<file path="src/rtl/divexec_if.sv">
// Issue-queue / CDB handshake bundle for the divexec divide unit.
// Modport "slave" is the divider's view; "master" is the environment (queue + arbiter).
interface divexec_if #(
    parameter int WIDTH = 32,
    parameter int TAG_W = 6
);
    logic             issuediv_ready;
    logic [TAG_W-1:0] issuediv_rdtag;
    logic [WIDTH-1:0] issuediv_rsdata;
    logic [WIDTH-1:0] issuediv_rtdata;
    logic             issuediv_done;
    logic             divcdb_req;
    logic [TAG_W-1:0] divcdb_tag;
    logic [WIDTH-1:0] divcdb_data;
    logic             divcdb_grant;

    modport slave (
        input  issuediv_ready, issuediv_rdtag, issuediv_rsdata, issuediv_rtdata, divcdb_grant,
        output issuediv_done, divcdb_req, divcdb_tag, divcdb_data
    );

    modport master (
        output issuediv_ready, issuediv_rdtag, issuediv_rsdata, issuediv_rtdata, divcdb_grant,
        input  issuediv_done, divcdb_req, divcdb_tag, divcdb_data
    );
endinterface

</file>
<file path="src/rtl/divexec.sv">
// Iterative restoring divider: accepts one op from the divide issue queue, holds the tagged quotient on the CDB until granted.
// Define DIVEXEC_SIGNED_EN for two's-complement (DIV); default build is unsigned (DIVU).
module divexec #(
    parameter int WIDTH = 32,
    parameter int TAG_W = 6
) (
    input  logic     clk,
    input  logic     reset,
    divexec_if.slave bus
);
    localparam int CNT_W = $clog2(WIDTH + 1);

    typedef enum logic [1:0] {IDLE, BUSY, DONE} state_t;

    state_t           r_state, w_next;
    logic [CNT_W-1:0] r_count;
    logic [WIDTH-1:0] r_rem, r_quo, r_dvs;
    logic [TAG_W-1:0] r_tag;
    logic             r_neg, r_dz;

    logic             w_accept;
    logic [WIDTH-1:0] w_mag_rs, w_mag_rt;
    logic             w_sign;
    logic [WIDTH:0]   w_rem_sh;
    logic             w_ge;
    logic [WIDTH-1:0] w_rem_nx, w_result;

`ifdef DIVEXEC_SIGNED_EN
    always_comb begin
        w_mag_rs = bus.issuediv_rsdata[WIDTH-1] ? -bus.issuediv_rsdata : bus.issuediv_rsdata;
        w_mag_rt = bus.issuediv_rtdata[WIDTH-1] ? -bus.issuediv_rtdata : bus.issuediv_rtdata;
        w_sign   = bus.issuediv_rsdata[WIDTH-1] ^ bus.issuediv_rtdata[WIDTH-1];
    end
`else
    always_comb begin
        w_mag_rs = bus.issuediv_rsdata;
        w_mag_rt = bus.issuediv_rtdata;
        w_sign   = 1'b0;
    end
`endif

    // One restoring step: shift {rem,quo} left, trial-subtract the divisor from the widened remainder.
    always_comb begin
        w_rem_sh = {r_rem, r_quo[WIDTH-1]};
        w_ge     = w_rem_sh >= {1'b0, r_dvs};
        w_rem_nx = w_ge ? (w_rem_sh[WIDTH-1:0] - r_dvs) : w_rem_sh[WIDTH-1:0];
        w_result = r_dz ? '1 : (r_neg ? -r_quo : r_quo);
    end

    always_comb begin
        w_accept = bus.issuediv_ready &
                   ((r_state == IDLE) | ((r_state == DONE) & bus.divcdb_grant));
        w_next   = r_state;
        case (r_state)
            IDLE:    if (w_accept) w_next = BUSY;
            BUSY:    if (r_count == CNT_W'(1)) w_next = DONE;
            DONE:    if (bus.divcdb_grant) w_next = w_accept ? BUSY : IDLE;
            default: w_next = IDLE;
        endcase
        bus.issuediv_done = w_accept;
        bus.divcdb_req    = (r_state == DONE);
        bus.divcdb_tag    = (r_state == DONE) ? r_tag : '0;
        bus.divcdb_data   = (r_state == DONE) ? w_result : '0;
    end

    always_ff @(posedge clk or negedge reset) begin
        if (!reset) begin
            r_state <= IDLE;
        end else begin
            r_state <= w_next;
        end
    end

    always_ff @(posedge clk or negedge reset) begin
        if (!reset) begin
            r_count <= '0;
            r_rem   <= '0;
            r_quo   <= '0;
            r_dvs   <= '0;
            r_tag   <= '0;
            r_neg   <= 1'b0;
            r_dz    <= 1'b0;
        end else if (w_accept) begin
            r_count <= CNT_W'(WIDTH);
            r_rem   <= '0;
            r_quo   <= w_mag_rs;
            r_dvs   <= w_mag_rt;
            r_tag   <= bus.issuediv_rdtag;
            r_neg   <= w_sign;
            r_dz    <= (bus.issuediv_rtdata == '0);
        end else if (r_state == BUSY) begin
            r_count <= r_count - 1'b1;
            r_rem   <= w_rem_nx;
            r_quo   <= {r_quo[WIDTH-2:0], w_ge};
        end
    end
endmodule

</file>
<file path="src/flat_wrapper.sv">
// flat-port wrapper written by rule: the top's interface ports become plain ports
module divexec_flat 
#(
    parameter int WIDTH = 32,
    parameter int TAG_W = 6
)
  (clk, reset, bus_issuediv_ready, bus_issuediv_rdtag, bus_issuediv_rsdata, bus_issuediv_rtdata, bus_divcdb_grant, bus_issuediv_done, bus_divcdb_req, bus_divcdb_tag, bus_divcdb_data);
  divexec_if #(.WIDTH(WIDTH), .TAG_W(TAG_W)) bus_i ();
  input  logic clk;
  input  logic reset;
  input wire logic [$bits(bus_i.issuediv_ready)-1:0] bus_issuediv_ready;
  input wire logic [$bits(bus_i.issuediv_rdtag)-1:0] bus_issuediv_rdtag;
  input wire logic [$bits(bus_i.issuediv_rsdata)-1:0] bus_issuediv_rsdata;
  input wire logic [$bits(bus_i.issuediv_rtdata)-1:0] bus_issuediv_rtdata;
  input wire logic [$bits(bus_i.divcdb_grant)-1:0] bus_divcdb_grant;
  output wire logic [$bits(bus_i.issuediv_done)-1:0] bus_issuediv_done;
  output wire logic [$bits(bus_i.divcdb_req)-1:0] bus_divcdb_req;
  output wire logic [$bits(bus_i.divcdb_tag)-1:0] bus_divcdb_tag;
  output wire logic [$bits(bus_i.divcdb_data)-1:0] bus_divcdb_data;
  assign bus_i.issuediv_ready = bus_issuediv_ready;
  assign bus_i.issuediv_rdtag = bus_issuediv_rdtag;
  assign bus_i.issuediv_rsdata = bus_issuediv_rsdata;
  assign bus_i.issuediv_rtdata = bus_issuediv_rtdata;
  assign bus_i.divcdb_grant = bus_divcdb_grant;
  assign bus_issuediv_done = bus_i.issuediv_done;
  assign bus_divcdb_req = bus_i.divcdb_req;
  assign bus_divcdb_tag = bus_i.divcdb_tag;
  assign bus_divcdb_data = bus_i.divcdb_data;
  divexec #(.WIDTH(WIDTH), .TAG_W(TAG_W)) u_core (.clk(clk), .reset(reset), .bus(bus_i));
endmodule
</file>
<file path="config.mk">
export PLATFORM = sky130hd
export DESIGN_NAME = divexec_flat
export DESIGN_NICKNAME = d
export VERILOG_FILES = /design/src/rtl/divexec_if.sv /design/src/rtl/divexec.sv /design/src/flat_wrapper.sv
export SDC_FILE = /design/constraint.sdc
export NUM_CORES = 1
export LEC_CHECK = 0
export CAP_MARGIN = 20
export CORE_UTILIZATION = 29
export CTS_CLUSTER_SIZE = 40
export DETAILED_ROUTE_END_ITERATION = 12
export HOLD_SLACK_MARGIN = 0.15
export PLACE_DENSITY_LB_ADDON = 0.3
export SYNTH_ARGS = -nofsm -noshare
export SYNTH_HDL_FRONTEND = slang
export SYNTH_SLANG_ARGS = --single-unit
</file>
<file path="constraint.sdc">
create_clock -name clk -period 3.1 [get_ports clk]
set_input_delay 0.62 -clock clk [delete_from_list [all_inputs] [get_ports clk]]
set_output_delay 0.62 -clock clk [all_outputs]
set_load 0.03 [all_outputs]
</file>
# Word-level counts from Yosys, hierarchy flattened
# Index checks and enable logic that the tools add are counted.
# word_totals
regBits,111
inputBits,74
out_inout_bits,40
word_cells,38
# classes
add_sub_neg,2
order_cmp,1
n_eq_ne,6
muxes,15
bitwise,3
n_reduce_logical,4
# ops
operator,count
2-to-1 mux 32 bit,7
>= comparator 33 x 32 -> 1 bit,1
logical NOT 32 bit,1
subtractor 32 bit,1
2-to-1 mux 6 bit,3
equality test 6 x 1 -> 1 bit (second input constant),1
2-to-1 mux 2 bit,3
one-hot mux 2 bit (3 select lines),1
subtractor 6 x 1 -> 6 bit (second input constant),1
!= test 2 bit (second input constant),2
AND reduction 3 bit,1
bitwise AND 1 bit,2
equality test 2 x 1 -> 1 bit (second input constant),1
equality test 2 bit (second input constant),1
logical NOT 2 bit,1
!= test 2 x 1 -> 1 bit (second input constant),1
nonzero test 2 bit,1
2-to-1 mux 1 bit,1
bitwise OR 1 bit,1

# Longest topological paths before layout
# Gate-level depths: netlist of the first run.
# depth
word_depth,7
mapped_depth,12
depth_no_buf,11

# Worst setup path before layout of the first run
# No wires, ideal clock.
# synth_path
kind,reg2reg
startpoint,register u_core.r_quo[31]
endpoint,register u_core.r_rem[30]
setup_time_ns,0.131
t_arrival_ns,2.641
required_ns,2.969
slack_ns,0.328
path_stages_with_launch,12
path_buffers,0
synth_period_minus_slack_ns,2.772
cell_sequence,dfrtp_1 inv_1 ha_1 fa_1 nand2b_1 a211oi_1 o21ai_0 a2111oi_0 o311ai_0 a21oi_1 xnor2_1 o21ai_0
# synth_via
elab_chain_cells,4
elab_cells_between_ends,5
classes_between,add/sub: 1; order compare: 1; mux: 3
# synth_lines
item,line_no,text
"start, declared",divexec.sv:17,"logic [WIDTH-1:0] r_rem, r_quo, r_dvs;"
"start signal, assigned",divexec.sv:86,r_quo <= w_mag_rs;
"start signal, assigned",divexec.sv:94,"r_quo <= {r_quo[WIDTH-2:0], w_ge};"
subtractor 32 bit / >= comparator 33 x 32 -> 1 bit (equally long branches),"divexec.sv:46, divexec.sv:45",
2-to-1 mux 32 bit *,divexec.sv:46,w_rem_nx = w_ge ? (w_rem_sh[WIDTH-1:0] - r_dvs) : w_rem_sh[WIDTH-1:0];
2-to-1 mux 32 bit *,divexec.sv:91,end else if (r_state == BUSY) begin
2-to-1 mux 32 bit *,divexec.sv:83,end else if (w_accept) begin
"end signal, assigned",divexec.sv:93,r_rem <= w_rem_nx;
"end, declared",divexec.sv:17,
# Every way passes the cells marked *; elsewhere a longest branch is shown, timed or not. The select of a mux whose other input is x is not followed.
# A chain may end at the register's enable or synchronous reset.

# Final worst setup path of the first run
# layout_path
startpoint,register u_core.r_dvs[0]
endpoint,register u_core.r_rem[30]
# layout_via
elab_chain_cells,4
elab_cells_between_ends,5
classes_between,add/sub: 1; order compare: 1; mux: 3
# layout_lines
item,line_no,text
"start, declared",divexec.sv:17,
"start signal, assigned",divexec.sv:87,r_dvs <= w_mag_rt;
subtractor 32 bit / >= comparator 33 x 32 -> 1 bit (equally long branches),"divexec.sv:46, divexec.sv:45",
2-to-1 mux 32 bit *,divexec.sv:46,
2-to-1 mux 32 bit *,divexec.sv:91,
2-to-1 mux 32 bit *,divexec.sv:83,
# Marks and branches as above.

==> flow_metrics.env, run 1 <==
export IMPL_max_cap_viol_count=0
export IMPL_antenna_cells=0
export IMPL_r2r_cells=10
export IMPL_share_of_cells_above_drive_strength_1=0.07225
export IMPL_setup_worst_path_class="flip-flop to flip-flop"
export IMPL_syn_nets=947
export IMPL_post_synth_main_area_contributors="sky130_fd_sc_hd__dfrtp_1, sky130_fd_sc_hd__nand2_1, sky130_fd_sc_hd__ha_1"
export IMPL_placeableCoreArea_sq_um=22920
export IMPL_postSynthAreaPerCell_sq_um=8.164
export IMPL_power_static_leakage_uw=0.003850
export IMPL_synthMuxAreaShare=0.03365
export IMPL_synth_most_common_cell="sky130_fd_sc_hd__nand2_1"
export IMPL_antenna_violating_nets_post_route=0
export IMPL_whs_ps=248.2
export IMPL_p_per_area_nw_per_um2=1294
export IMPL_r2r_setup_slack_ps=200
export IMPL_cellInternalPower_uw=6044
export IMPL_synth_compound_area_frac=0.1805
export IMPL_cts_sinks=111
export IMPL_die_area_sq_um=24210
export IMPL_post_drt_wl_per_cell_um=15.28
export IMPL_final_nets=1059
export IMPL_ctsLongestPathBuffers=2
export IMPL_yosysSeqAreaShare=0.4060
export IMPL_yosys_warnings=0
export IMPL_clkTransAtPathRegs_ps=90
export IMPL_maxSlewViolCount=0
export IMPL_number_of_enable_flip_flop_cells_after_synthesis=0
export IMPL_synth_adder_area_share=0.06511
export IMPL_hpwlAfterDp_um=14270
export IMPL_clockPowerShare=0.105
export IMPL_drt_iter0_markers=418
export IMPL_drc=0
export IMPL_site_rows=55
export IMPL_crit_path_max_fanout=2
export IMPL_setup_worst_path_end_class="flip-flop"
export IMPL_power_share_sequential=0.236
export IMPL_crit_arrival_ps=3140
export IMPL_postLayoutCoreUtil=0.3855
export IMPL_timing_critical_path_from="u_core.r_dvs[0]"
export IMPL_synth_common_cells="sky130_fd_sc_hd__nand2_1, sky130_fd_sc_hd__dfrtp_1, sky130_fd_sc_hd__nor2_1, sky130_fd_sc_hd__o21ai_0, sky130_fd_sc_hd__inv_1"
export IMPL_ctsRootBufferMaster="sky130_fd_sc_hd__clkbuf_16"
export IMPL_setup_violations_final=0
export IMPL_crit_reg2reg_capture="u_core.r_rem[30]"
export IMPL_cts_tree="done"
export IMPL_max_freq_ghz=0.3449
export IMPL_die_w_um=155.6
export IMPL_max_slew_worst_pin_slew_ps=631.9
export IMPL_predominant_post_synthesis_flop_cell="sky130_fd_sc_hd__dfrtp_1"
export IMPL_via_per_inst=4.926
export IMPL_global_route_usage_total=0.1666
export IMPL_synth_top_area_cell="sky130_fd_sc_hd__dfrtp_1"
export IMPL_synthDistinctLibCells=56
export IMPL_timing_hold_worst_class="input pin to async pin"
export IMPL_area_delta_synth_final_pct=29.13
export IMPL_worstReg2RegStart="u_core.r_dvs[0]"
export IMPL_run_status="complete, no violations"
export IMPL_filler_cell_count=2350
export IMPL_swShare=0.4715
export IMPL_clk_insertion_delay_late_ps=370
export IMPL_grt_pass1_vias=6312
export IMPL_ctsHtreeMaxLevel=3
export IMPL_worst_slew_margin_rel=0.5787
export IMPL_timing_clock_skew_ps=15.25
export IMPL_gp_congestion=0.8391
export IMPL_global_route_wire_length_before_repair_um=32060
export IMPL_ys_async_sr_fraction=1.000
export IMPL_period_needed_ps=2899
export IMPL_post_route_period_util=0.9352
export IMPL_share_of_the_synthesized_netlist_area_taken_by_xor_and_xnor_gates=0.03841
export IMPL_die_height_um=155.6
export IMPL_gr_total_overflow=0
export IMPL_num_io_pins=114
export IMPL_yosys_area_share_simple=0.2211
export IMPL_setup_worst_path_start_class="flip-flop"
export IMPL_cts_buffers=9
export IMPL_final_hold_viol_count=0
export IMPL_ir_drop_v=0.0004263
export IMPL_yosys_area_top_type_share=0.4060
export IMPL_synth_top_family_by_area="simple AND/OR/NAND/NOR gates"
export IMPL_grt_max_degree=52
export IMPL_io_buffers=113
export IMPL_cp_data_required_time_ps=3340
export IMPL_p_switching_uw=5391
export IMPL_share_comb_of_total_power=0.660
export IMPL_routed_via_count=6246
export IMPL_synthesis_area_sq_um=6842
export IMPL_route_final_wire_length_um=19380
export IMPL_drt_first_pass_iters=5
export IMPL_synth_seq_cells=111
export IMPL_gate_count_of_the_mapped_netlist=838
export IMPL_initial_antenna_violation_count=0
export IMPL_floorplan_initialDensity=0.2986
[worst max-delay path by stage]
| stage | to | slack, ps | depth (start not counted) |
|---|---|---|---|
| 2_1_floorplan | u_core.r_rem[30] | 330 | 11 |
| 3_3_place_gp | u_core.r_rem[26] | 120 | 10 |
| 6_report | u_core.r_rem[30] | 200 | 10 |
| 3_5_place_dp | u_core.r_rem[26] | 30 | 10 |
| 4_1_cts | u_core.r_rem[30] | 5 | 11 |
| 5_1_grt | u_core.r_rem[30] | -30 | 10 |
[worst max-delay path: stages (launching register included)]
cell and delay (ps):
sky130_fd_sc_hd__dfrtp_1 390, sky130_fd_sc_hd__ha_1 230, sky130_fd_sc_hd__fa_1 400, sky130_fd_sc_hd__nand2b_1 180, sky130_fd_sc_hd__a211oi_1 270, sky130_fd_sc_hd__o21ai_0 230, sky130_fd_sc_hd__a2111oi_2 420, sky130_fd_sc_hd__o311ai_0 220
sky130_fd_sc_hd__a21oi_1 220, sky130_fd_sc_hd__xnor2_1 130, sky130_fd_sc_hd__o21ai_0 80
[per-stage QoR]
step                std cells  setup TNS [ps]  worst slack [ps]  total power [uW]  area [sq um]
detailed placement       1251               0             25.29             10170          8499
floorplan                 838               0             328.4              8030          6842
finish                   1268               0             200.8             11430          8835
global placement         1251               0             121.4             10050          8499
CTS                      1267               0             5.466             11410          8802
global route             1268          -32.19            -32.19             12570          8835
[power groups by stage]
stage	sequential (uW)	clock, uW	combinational (uW)
floorplan	2590	0	5440
global placement	2700	0	7350
detailed placement	2710	0	7460
CTS	2690	1240	7480
global route	2800	1280	8500
finish	2690	1200	7550
[logic make-up after synthesis]
logic type	count (synthesis)
adders and majority gates	35
DFF	111
muxes	23
xor gates and xnor gates	30
AOI/OAI and AO/OA	195
buffers and inverters	96
and+or+nand+nor	348
[repair_timing]
action | CTS | global route
resized for setup | 0 | 4
setup buffers | 0 | 1
hold buffers | 0 | 0
setup endpoints to repair | 0 | 28
[cell type report]
cell class / count / area (sq um) / share of cell area
multi-input combinational: 631 / 3737 / 0.4230
inverter: 45 / 168.9 / 0.01912
timing repair buffer: 152 / 1456 / 0.1648
tap: 313 / 391.6 / 0.04433
sequential: 111 / 2778 / 0.3144
clock inverter: 7 / 77.57 / 0.008781
clock buffer: 9 / 225.2 / 0.02549
[registers in the layout, summed over array words and instances (netlist names)]
signal,flops
u_core.r_dvs,32
u_core.r_quo,32
u_core.r_rem,32
u_core.r_count,6
u_core.r_tag,6
u_core.r_state,2
u_core.r_dz,1
[placed cells by master (no fill, tap or decap), types with 17 or more instances in the layout]
cell,instances
sky130_fd_sc_hd__a21oi_1,33
sky130_fd_sc_hd__a22oi_1,32
sky130_fd_sc_hd__buf_4,38
sky130_fd_sc_hd__clkdlybuf4s50_1,111
sky130_fd_sc_hd__dfrtp_1,111
sky130_fd_sc_hd__ha_1,34
sky130_fd_sc_hd__inv_1,44
sky130_fd_sc_hd__mux2i_1,23
sky130_fd_sc_hd__nand2_1,152
sky130_fd_sc_hd__nand3_1,43
sky130_fd_sc_hd__nor2_1,89
sky130_fd_sc_hd__o21ai_0,74
sky130_fd_sc_hd__xnor2_1,17
[per-layer routing]
layer,wire (um),up-vias,track usage
met5,0,-,0
met4,457,0,0.06349
met3,578,29,0.01944
met2,9001,134,0.2720
met1,9339,2960,0.2255
li1,-,3123,-
No activity file was read; power rests on OpenSTA's default activity.
==> inputs of run 2 (changes only) <==
--- a/config.mk
+++ b/config.mk
@@ -5,6 +5,7 @@
 export SDC_FILE = /design/constraint.sdc
 export NUM_CORES = 1
 export LEC_CHECK = 0
+export ABC_AREA = 1
 export CAP_MARGIN = 20
 export CORE_UTILIZATION = 29
 export CTS_CLUSTER_SIZE = 40
==> constraint.sdc (replaced) <==
create_clock -name clk -period 2.5 [get_ports clk]
set_input_delay 0.5 -clock clk [delete_from_list [all_inputs] [get_ports clk]]
set_output_delay 0.5 -clock clk [all_outputs]
set_load 0.03 [all_outputs]
==> run 2 against run 1 <==
Compared with the run above:
- first-iteration DRC count increased by 9.3%
- sequential power grew 18%
- sequential cell count did not move
- final area up 9.9%
- worst setup slack worse by 2.8 ps
- wire length rose by 18%
- largest cell class unchanged
- final cell count increased by 28%
- combinational power increased by 36%
- hold slack better by 240 ps
- critical path depth decreased by 5
- core utilization shrank 1.7 points
- clock skew shrank 7.7 ps
==> flow_metrics.env, run 2 <==
export IMPL_run_status="complete, no violations"
export IMPL_clockPowerShare=0.104
export IMPL_synth_most_common_cell="sky130_fd_sc_hd__nand2_1"
export IMPL_cts_sinks=111
export IMPL_setup_worst_path_end_class="output port"
export IMPL_share_of_cells_above_drive_strength_1=0.07393
export IMPL_power_share_sequential=0.211
export IMPL_setup_worst_path_start_class="flip-flop"
export IMPL_drc=0
export IMPL_critPathSlowestCell="sky130_fd_sc_hd__dlygate4sd2_1"
export IMPL_hpwlAfterDp_um=17880
export IMPL_io_buffers=113
export IMPL_cts_tree="done"
export IMPL_num_io_pins=114
export IMPL_dpl_instance_area_sq_um=9404
export IMPL_top_library_cells_by_usage_in_the_layout_fill_and_taps_aside="sky130_fd_sc_hd__nand2_1, sky130_fd_sc_hd__inv_1, sky130_fd_sc_hd__dfrtp_1, sky130_fd_sc_hd__clkdlybuf4s50_1, sky130_fd_sc_hd__nand3_1"
export IMPL_final_common_cell="sky130_fd_sc_hd__nand2_1"
export IMPL_finish_instance_area_sq_um=9707
export IMPL_timing_clock_skew_ps=7.537
export IMPL_syn_nets=1280
export IMPL_cp_num_buf_inv=3
export IMPL_grt_pass1_vias=7037
export IMPL_ys_async_sr_fraction=1.000
export IMPL_die_height_um=166.9
export IMPL_timing_hold_worst_class="flip-flop to flip-flop"
export IMPL_clk_insertion_delay_late_ps=360
export IMPL_setup_worst_path_class="flip-flop to output port"
export IMPL_post_synth_main_area_contributors="sky130_fd_sc_hd__dfrtp_1, sky130_fd_sc_hd__nand2_1, sky130_fd_sc_hd__inv_1"
export IMPL_setup_violations_final=0
export IMPL_antenna_violating_nets_post_route=0
export IMPL_die_area_sq_um=27840
export IMPL_synth_seq_cells=111
export IMPL_max_cap_viol_count=0
export IMPL_cp_data_required_time_ps=2000
export IMPL_routed_via_count=7477
export IMPL_number_of_enable_flip_flop_cells_after_synthesis=0
export IMPL_synth_top_area_cell="sky130_fd_sc_hd__dfrtp_1"
export IMPL_ir_drop_v=0.0006201
export IMPL_maxSlewViolCount=0
export IMPL_cts_repair_timing_setup_buffer_count=0
export IMPL_period_needed_ps=2302
export IMPL_grt_max_degree=54
export IMPL_reg_top3="u_core.r_dvs x32, u_core.r_quo x32, u_core.r_rem x32"
export IMPL_power_static_leakage_uw=0.005142
export IMPL_crit_arrival_ps=1800
export IMPL_die_w_um=166.9
export IMPL_swShare=0.5150
export IMPL_yosys_area_top_type_share=0.3524
export IMPL_cts_buffers=9
export IMPL_site_rows=59
export IMPL_antenna_cells=0
export IMPL_p_switching_uw=7746
export IMPL_critical_path_max_stage_delay_ps=420
export IMPL_crit_path_max_fanout=28
export IMPL_crit_path_cell_trace="nor2_1 > inv_1 > buf_4 > a21oi_1 > dlygate4sd2_1"
export IMPL_cellInternalPower_uw=7294
export IMPL_ctsLongestPathBuffers=2
export IMPL_gp_congestion=0.9546
export IMPL_final_hold_viol_count=0
export IMPL_route_final_wire_length_um=22850
export IMPL_area_delta_synth_final_pct=23.14
export IMPL_ctsHtreeMaxLevel=3
export IMPL_drt_first_pass_iters=5
export IMPL_postSynthAreaPerCell_sq_um=6.731
export IMPL_worst_slew_margin_rel=0.6307
export IMPL_synthDistinctLibCells=42
export IMPL_initial_antenna_violation_count=0
export IMPL_post_route_period_util=0.9208
export IMPL_yosysSeqAreaShare=0.3524
export IMPL_max_slew_worst_pin_slew_ps=549.0
export IMPL_gr_total_overflow=0
export IMPL_filler_cell_count=2803
export IMPL_drt_iter0_markers=457
export IMPL_clkTransAtPathRegs_ps=80
export IMPL_placeableCoreArea_sq_um=26350
export IMPL_gate_count_of_the_mapped_netlist=1171
export IMPL_floorplan_initialDensity=0.2991
export IMPL_global_route_usage_total=0.1671
export IMPL_p_per_area_nw_per_um2=1549
export IMPL_setup_repair_after_global_routing_missed_its_margin="no"
export IMPL_yosys_warnings=0
export IMPL_post_drt_wl_per_cell_um=14.10
export IMPL_synthesis_area_sq_um=7883
export IMPL_ctsRootBufferMaster="sky130_fd_sc_hd__clkbuf_16"
export IMPL_timing_critical_path_max_delay_family="buffers and inverters"
export IMPL_setup_tns_final_ps=0
export IMPL_predominant_post_synthesis_flop_cell="sky130_fd_sc_hd__dfrtp_1"
export IMPL_synth_common_cells="sky130_fd_sc_hd__nand2_1, sky130_fd_sc_hd__inv_1, sky130_fd_sc_hd__dfrtp_1, sky130_fd_sc_hd__nand3_1, sky130_fd_sc_hd__a21oi_1"
export IMPL_final_nets=1389
export IMPL_global_route_wire_length_before_repair_um=37210
export IMPL_share_comb_of_total_power=0.686
export IMPL_via_per_inst=4.615
export IMPL_max_freq_ghz=0.4344
[run 2: cell types whose count changed in the layout (fill, tap and decap cells not counted), moves of 9 or more]
cell	change
sky130_fd_sc_hd__mux2i_1	-23
sky130_fd_sc_hd__dlygate4sd2_1	+20
sky130_fd_sc_hd__a22oi_1	-31
sky130_fd_sc_hd__inv_1	+169
sky130_fd_sc_hd__nor2_1	-39
sky130_fd_sc_hd__nand3_1	+17
sky130_fd_sc_hd__a21oi_1	+18
sky130_fd_sc_hd__clkdlybuf4s50_1	-38
sky130_fd_sc_hd__nand3b_1	+21
sky130_fd_sc_hd__o221ai_1	+28
sky130_fd_sc_hd__nor3_1	-9
sky130_fd_sc_hd__nand2_1	+282
sky130_fd_sc_hd__o21ai_0	-34
sky130_fd_sc_hd__xor2_1	-12
[run 2: timing repair]
item | in CTS | in global routing
hold endpoints to repair | 28 | 0
setup endpoints to repair | 20 | 0
resized for setup | 20 | 0
hold buffers | 1 | 0
[run 2: metal layers]
metal  vias up  global-route usage  share of wire
li1       3866                   -              -
met1      3436              0.2236           0.47
met2       159              0.2802           0.47
met3        16             0.02733          0.044
met4         0             0.03945          0.011
met5         -                   0              0
[run 2: worst reg2reg max path, cell delays in order, from the launching register on]
cell and delay (ps):
sky130_fd_sc_hd__dfrtp_1 410, sky130_fd_sc_hd__ha_1 410, sky130_fd_sc_hd__nand2_1 130, sky130_fd_sc_hd__nor2_1 210, sky130_fd_sc_hd__nand3_1 110, sky130_fd_sc_hd__nor2_1 110, sky130_fd_sc_hd__nand2_1 90, sky130_fd_sc_hd__nand2_2 100
sky130_fd_sc_hd__nor2_4 50, sky130_fd_sc_hd__nand2_8 190, sky130_fd_sc_hd__buf_4 210, sky130_fd_sc_hd__nand3_2 70, sky130_fd_sc_hd__nand2_1 60, sky130_fd_sc_hd__nand2_1 40
[run 2: cells by family (layout without fill, tap and decap cells)]
| logic type | count (synthesis) | in the layout | share of synthesized area |
|---|---|---|---|
| XOR/XNOR | 15 | 15 | 0.01667 |
| AND/OR/NAND/NOR | 624 | 624 | 0.3462 |
| AO/OA/AOI/OAI | 131 | 131 | 0.09968 |
| buffers and inverters | 255 | 369 | 0.1286 |
| flip-flops | 111 | 111 | 0.3524 |
| adder cells (fa/ha/maj) | 35 | 35 | 0.05651 |
[run 2: final timing paths]
kind                                       to               from  slack, ps  cells after the start
setup reg to reg             u_core.r_rem[29]    u_core.r_rem[3]        210                     13
max in group asynchronous    u_core.r_dvs[29]              reset       1190                      3
hold reg to reg             u_core.r_count[5]  u_core.r_count[5]        490                      2
hold / removal              u_core.r_count[5]  u_core.r_count[5]        490                      2
setup / recovery           bus_divcdb_data[3]  u_core.r_state[0]        200                      5
min in group asynchronous     u_core.r_dvs[8]              reset        650                      2
[run 2: stage by stage]
step / hold slack (ps) / setup slack (ps) / power [uW] / utilization / cells
4_1_cts: 496.1 / 179.9 / 15150 / 0.3683 / 1620
6_report: 491.4 / 198.0 / 15040 / 0.3683 / 1620
5_1_grt: 530.8 / 8.052 / 16660 / 0.3683 / 1620
2_1_floorplan: 204.4 / 118.2 / 10980 / - / 1171
3_3_place_gp: 482.8 / 203.8 / 13420 / 0.3568 / 1603
3_5_place_dp: 475.7 / 202.0 / 13540 / 0.3568 / 1603
[run 2: cell type report]
cell class | count | area [sq um] | area share
well taps | 335 | 419.2 | 0.04318
flip-flops and latches | 111 | 2778 | 0.2862
repair buffers | 136 | 1281 | 0.1320
multi-input cells | 805 | 4096 | 0.4220
inverters | 217 | 814.5 | 0.08391
clock inverters | 6 | 78.83 | 0.008121
clock buffers | 10 | 239.0 | 0.02462
[run 2: power groups by stage]
stage                     combinational, uW  clock [uW]  sequential, uW
after detailed placement              10400           0            3190
after floorplan                        7890           0            3080
after CTS                             10400        1610            3160
after global routing                  11700        1670            3270
final                                 10300        1560            3170
after global placement                10200           0            3170
